File: src/rtl/cmd_frame_gate.sv
// cmd_frame_gate: sync/length/idle-timeout framing gate in front of the command FIFO write port
module cmd_frame_gate #(
  parameter int              WIDTH       = 8,
  parameter int              MAX_LEN     = 15,
  parameter int              TOW         = 16,
  parameter int              TIMEOUT_CYC = 5000,
  parameter bit              SYNC_EN     = 1'b1,
  parameter logic [WIDTH-1:0] SYNC_BYTE  = 8'hEB
) (
  input  logic             clk,
  input  logic             rst_n,
  input  logic             rx_valid,
  input  logic [WIDTH-1:0] rx_data,
  input  logic             fifo_full,
  output logic             wen,
  output logic [WIDTH-1:0] din,
  output logic             cmdend,
  output logic             busy,
  output logic             trunc,
  output logic [7:0]       frame_cnt,
  output logic [7:0]       drop_cnt
);
  localparam int LW = $clog2(MAX_LEN + 1);
  typedef enum logic [1:0] {IDLE, RECV, DROP} state_t;
  state_t           state_q, state_d;
  logic [LW-1:0]    len_q, len_d;
  logic [TOW-1:0]   idle_q, idle_d;
  logic             wen_q, wen_d, cmdend_q, cmdend_d, trunc_q, trunc_d;
  logic             tseen_q, tseen_d;
  logic [WIDTH-1:0] din_q, din_d;
  logic [7:0]       frame_q, frame_d, drop_q, drop_d;
  logic             timeout, sync_ok;
  assign timeout = idle_q == TOW'(TIMEOUT_CYC - 1);
  assign sync_ok = !SYNC_EN || rx_data == SYNC_BYTE;
  // Next-state: a byte always beats the timeout; tseen limits trunc to one pulse per frame
  always_comb begin
    state_d  = state_q;
    len_d    = len_q;
    idle_d   = idle_q;
    wen_d    = 1'b0;
    din_d    = din_q;
    cmdend_d = 1'b0;
    trunc_d  = 1'b0;
    tseen_d  = tseen_q;
    frame_d  = frame_q;
    drop_d   = drop_q;
    case (state_q)
      IDLE: begin
        idle_d = '0;
        if (rx_valid && sync_ok && !fifo_full) begin
          wen_d   = 1'b1;
          din_d   = rx_data;
          len_d   = LW'(1);
          tseen_d = 1'b0;
          state_d = RECV;
        end else if (rx_valid) begin
          drop_d  = (&drop_q) ? drop_q : drop_q + 8'd1;
          state_d = DROP;
        end
      end
      RECV: begin
        if (rx_valid) begin
          idle_d = '0;
          if (len_q < LW'(MAX_LEN)) begin
            wen_d = 1'b1;
            din_d = rx_data;
            len_d = len_q + LW'(1);
          end else begin
            trunc_d = !tseen_q;
            tseen_d = 1'b1;
          end
        end else if (timeout) begin
          cmdend_d = 1'b1;
          frame_d  = frame_q + 8'd1;
          len_d    = '0;
          idle_d   = '0;
          state_d  = IDLE;
        end else begin
          idle_d = idle_q + TOW'(1);
        end
      end
      DROP: begin
        idle_d  = (rx_valid || timeout) ? '0 : idle_q + TOW'(1);
        state_d = (!rx_valid && timeout) ? IDLE : DROP;
      end
      default: state_d = IDLE;
    endcase
  end
  // State and registered outputs, cleared immediately by rst_n
  always_ff @(posedge clk or negedge rst_n) begin
    if (!rst_n) begin
      state_q  <= IDLE;
      len_q    <= '0;
      idle_q   <= '0;
      wen_q    <= 1'b0;
      din_q    <= '0;
      cmdend_q <= 1'b0;
      trunc_q  <= 1'b0;
      tseen_q  <= 1'b0;
      frame_q  <= '0;
      drop_q   <= '0;
    end else begin
      state_q  <= state_d;
      len_q    <= len_d;
      idle_q   <= idle_d;
      wen_q    <= wen_d;
      din_q    <= din_d;
      cmdend_q <= cmdend_d;
      trunc_q  <= trunc_d;
      tseen_q  <= tseen_d;
      frame_q  <= frame_d;
      drop_q   <= drop_d;
    end
  end
  assign wen       = wen_q;
  assign din       = din_q;
  assign cmdend    = cmdend_q;
  assign trunc     = trunc_q;
  assign busy      = state_q != IDLE;
  assign frame_cnt = frame_q;
  assign drop_cnt  = drop_q;
endmodule

File: config.mk
export PLATFORM = sky130hd
export DESIGN_NAME = cmd_frame_gate
export DESIGN_NICKNAME = d
export VERILOG_FILES = /design/src/rtl/cmd_frame_gate.sv
export SDC_FILE = /design/constraint.sdc
export NUM_CORES = 1
export LEC_CHECK = 0
export CAP_MARGIN = 10
export CORE_MARGIN = 10
export CORE_UTILIZATION = 53
export DETAILED_ROUTE_END_ITERATION = 16
export HOLD_SLACK_MARGIN = 0.03
export PLACE_DENSITY = 0.85
export SLEW_MARGIN = 20
export SYNTH_ARGS = -nofsm -noshare
export SYNTH_HDL_FRONTEND = slang
export SYNTH_SLANG_ARGS = --single-unit
File: constraint.sdc
create_clock -name clk -period 2.54 [get_ports clk]
set_input_delay 0.254 -clock clk [delete_from_list [all_inputs] [get_ports clk]]
set_output_delay 0.254 -clock clk [all_outputs]
set_load 0.02 [all_outputs]
* Yosys cells after proc, flatten, opt, wreduce, memory -nomap -nowiden
Cells that the tools add are included.
** Cells by class
- Add/subtract/negate cells :: 4
- Magnitude comparators :: 1
- Equal/unequal tests :: 13
- Mux-type cells :: 33
- Bitwise operators :: 3
- Reduce and logical (&&, ||, !) cells :: 18
** Operator list (count)
- $mux W16 :: 3
- $pmux W16 S3 :: 1
- $mux W8 :: 3
- $add A16 B1 Y16 const B :: 1
- $add A8 B1 Y8 const B :: 2
- $eq A16 B13 Y1 const B :: 1
- $mux W4 :: 4
- $pmux W8 S2 :: 1
- $reduce_and A4 Y1 :: 4
- $mux W1 :: 12
- $ne A2 B2 Y1 const B :: 6
- $mux W2 :: 5
- $ne A3 B3 Y1 const B :: 3
- $eq A8 B8 Y1 const B :: 1
- $pmux W4 S2 :: 1
- $reduce_and A8 Y1 :: 1
- $pmux W2 S3 :: 1
- $reduce_and A3 Y1 :: 2
- $add A4 B1 Y4 const B :: 1
- $lt A4 B4 Y1 const B :: 1
- $pmux W1 S2 :: 2
- $reduce_bool A2 Y1 :: 2
- $logic_and A1 B1 Y1 :: 3
- $logic_not A1 Y1 :: 3
- other kinds (6) :: 8
** Storage, ports and cells
- Register bits :: 50
- Input port bits :: 12
- Output and inout port bits :: 28
- Word-level logic and storage cells :: 82

* Logic depth before layout (Yosys ltp)
- Depth in word-level cells :: 5
- Gate-level depth with buffers :: 8
- Gate-level depth less buffers :: 7

* Worst setup path after synthesis
Ideal clock, no wire load.
- Path kind :: reg2reg
- Start point :: register idle_q[0]
- End point :: register len_q[0]
- Library setup time :: 125 ps
- Arrival time :: 2105 ps
- Required time :: 2415 ps
- Slack :: 309 ps
- Stages on the path, launching flop included :: 7
- Path buffers :: 0
- Period minus slack after synthesis :: 2231 ps
- Path through :: dfrtp_1 ha_1 or4bb_1 nor4_4 a211oi_2 or2_4 mux2_4
** Between the ends
- Word-level cells in the longest chain between the ends :: 3
** RTL lines
- from (decl) :: RTL line 27 : logic [TOW-1:0] idle_q, idle_d;
- from (signal assigned) :: RTL line 105 : idle_q <= idle_d;
- $eq A16 B13 Y1 :: RTL line 33 : assign timeout = idle_q == TOW'(TIMEOUT_CYC - 1);
- $ne A3 B3 Y1 (no source line)
- $reduce_and A4 Y1 (no source line)
- to (signal assigned) :: RTL line 104 : len_q <= len_d;
- to (decl) :: RTL line 26 : logic [LW-1:0] len_q, len_d;
Every way passes these cells.
A chain may end at the register's enable or synchronous reset.

* Worst setup path after layout
Ends and elaborated chain as after synthesis.

==> impl_results.md <==
- Leak: 1.31 nW
- Critical path class: register to register
- Avg Synthesized Cell Area: 10.3 µm²
- VDD IR max: 268 µV
- Global route total overflow: 0
- Vias/cell: 5.54
- CTS tree: yes
- Number of library cell types mapped by synthesis: 45
- Vias in the first global route: 1930
- Achievable Freq: 420 MHz
- Switching part of the total: 30.1%
- Cell Area, Placed: 0.00300 mm²
- Largest buffer count on any clock path: 2
- Comb pwr share: 26.9%
- Clk slew on worst S/H paths: 0.09 ns
- NetSw: 598 µW
- All-Layer GR Usage: 14.2%
- Vias post-DR: 1929
- Final hold slack: 0.425 ns
- Post-synthesis to final-layout area growth: 22.7%
- Post-CTS Setup Bufs: 0
- Hpwl dp: 4.03 mm
- Commonest non-fill, non-tap cell in the layout: dfrtp_1
- Share of layout cells above drive strength 1: 10.9%
- Design Area, Final: 0.00311 mm²
- Pint: 1.39 mW
- Required time worst endpoint: 2.74 ns
- Mux contribution to synthesized area: 4.99%
- Final ANT Viol Nets: 0
- Worst path max stage delay: 0.58 ns
- Clock sinks: 50
- Final WL: 5.27 mm
- Flop pwr share: 49.2%
- Adder-cell share of the synthesized area: 3.95%
- # DRC: 0
- Largest net degree at the start of global routing: 30
- CTS H-Tree Depth: 2
- Top FF cell, synth: dfrtp_1
- Syn Nets: 267
- First-pass GRT wire length: 8.82 mm
- Worst EP arrival: 2.57 ns
- Clock Power Share: 24.0%
- Slew @ Worst Pin: 0.595 ns
- Synth warn: 0
- Die height: 89.1 µm
- Die ar.: 0.00794 mm²
- Final setup violation count: 0
- Cell area after synthesis: 0.00253 mm²
- Placeable Area: 0.00469 mm²
- Dpl cells: 339
- Maxcap violations: 0
- Io pins: 40
- Pwr/cell area: 639 mW/mm²
- Final Hold Fails: 0
- N_diodes: 0
- Drt pass-1 iters: 4
- Share of flip-flops with an asynchronous set or reset: 100%
- Layout fillers: 348
- Final Instance Count excl. Fillers: 348
- RSZ-0062 raised after global routing: no
- Worst Skew: 0.00867 ns
- Simple-gate portion of the synthesized area: 24.3%
- Antenna violations before repair: 0
- Critical Path Start Type: register
- Final Util: 66.2%
- Number of synthesized flops with an enable pin: 0
- Total negative slack: 0 ns
- I/O Buffers: 39
- Clk_lat worst skew: 0.31 ns
- Outcome: finished, final reports clean
- Final net count: 313
- Xor-xnor portion of the synthesized cell area: 7.95%
- CP max FO: 5
- Mapped Cells: 247
- CP max stage cell: or4bb_1
- Tmin final: 2.38 ns
- Synthesized-area fraction occupied by ao, oa, aoi and oai cells: 7.26%
- Crit-path cells: ha_1 > or4bb_1 > nor4_4 > a211oi_2 > or2_4 > mux2_4
- Relative slew slack: 59.7%
- Most frequent cells in the layout: dfrtp_1 (50), clkdlybuf4s50_1 (38), nor2_1 (29), nand2_1 (25), xnor2_1 (13)
- Hold/Removal Path Class: input port to asynchronous set/reset pin
- Seq cells post-synth: 50
- Num rows: 25
- Final period utilization: 93.6%
- Seq/Total Area, Yosys: 49.4%
- WL/cell: 15.1 µm
- Horiz. Die Dim: 89.1 µm
- Root Driver: clkbuf_8
- CTS Buf Count: 5
- Main combinational cell family by area after synthesis: simple AND/OR/NAND/NOR gates
- Worst setup EP type: register
- RePlAce Congestion: 0.842
- Final-report max-slew violation count: 0
- Initial Util: 54.0%
- Initial DRC count: 88
metal layers:
metal / track usage (%) / wire length, µm / part of all wire (%) / vias up
li1: - / - / - / 960
met4: 5.20 / 37 / 0.70 / 0
met5: 0 / 0 / 0 / -
met2: 24.4 / 2740 / 52 / 35
met1: 16.5 / 2250 / 43 / 930
met3: 4.10 / 240 / 4.6 / 4
what timing repair did:
action	CTS	global route
hold buffers	1	0
gates resized for setup	0	1
hold endpoints to repair	21	0
setup endpoints to repair	0	12
area by class of cell:
cell class | instances | area [µm²] | area share (%)
inverter | 6 | 22.5 | 0.725
timing repair buffer | 46 | 440 | 14.2
multi-input combinational | 184 | 1230 | 39.7
tap | 54 | 67.6 | 2.17
sequential | 50 | 1250 | 40.3
clock buffer | 7 | 86.3 | 2.78
clock inverter | 1 | 5.00 | 0.161
per-stage QoR:
step	setup WS (ns)	total power, mW
after CTS	0.114	2.01
final	0.161	1.98
after detailed placement	0.150	1.54
after global placement	0.228	1.52
after global routing	0.00902	2.09
after floorplan	0.309	1.25
power by group through the flow:
stage                     registers, mW  logic [mW]  clock network [mW]
after detailed placement          0.995       0.541                   0
final                             0.976       0.533               0.475
after global placement            0.989       0.527                   0
after CTS                         0.978       0.543               0.489
after floorplan                    1.10       0.154                   0
after global routing              0.998       0.573               0.518
worst paths after layout:
check / startpoint / endpoint / slack (ns) / depth (start not counted)
max in group asynchronous: rst_n / idle_q[0] / 1.36 / 3
worst min-delay path: rst_n / frame_cnt[3] / 0.43 / 2
min in group clk: frame_cnt[7] / frame_cnt[7] / 0.47 / 1
worst max-delay path: idle_q[0] / len_q[0] / 0.16 / 6
worst max register to register: idle_q[0] / len_q[0] / 0.16 / 6
worst min register to register: frame_cnt[7] / frame_cnt[7] / 0.47 / 1
sequential cells by signal (all words and copies together) (netlist names), 2 cells and up:
name	flops
frame_cnt	8
state_q	2
len_q	4
drop_cnt	8
din	8
idle_q	16
cell families (layout without fill, tap and decap cells):
logic type,count (synthesis),in the layout
buffers and inverters,13,60
multiplexers,11,11
XOR/XNOR,23,23
adder cells (fa/ha/maj),8,8
AO/OA/AOI/OAI,28,28
AND/OR/NAND/NOR,114,114
flip-flops,50,50
critical path, delay by kind of cell, from the launching register on:
family	cells	cell delay, ns
adder cells (fa/ha/maj)	1	0.21
flip-flops	1	0.41
AND/OR/NAND/NOR	3	1.24
AO/OA/AOI/OAI	1	0.12
multiplexers	1	0.29
synth_stat cells (all sizes together) (3+ instances only):
cell type   n  area share, %
nor2       29            4.3
o21ai       8            1.6
xnor2      13            4.5
ha          8            4.0
nor4b       3            1.0
buf         4           0.79
or4         4            1.3
dfrtp      50             49
nand2      25            3.7
clkbuf      3           0.44
a31oi       3           0.74
nand3      11            2.2
nor3        7            1.4
nand2b      5            1.2
and3        5            1.2
nand4       8            2.0
inv         6           0.89
mux2       10            4.6
a21oi       6            1.2
nor4        3            1.6
xor2       10            3.5
No activity file was read; power rests on OpenSTA's default activity.
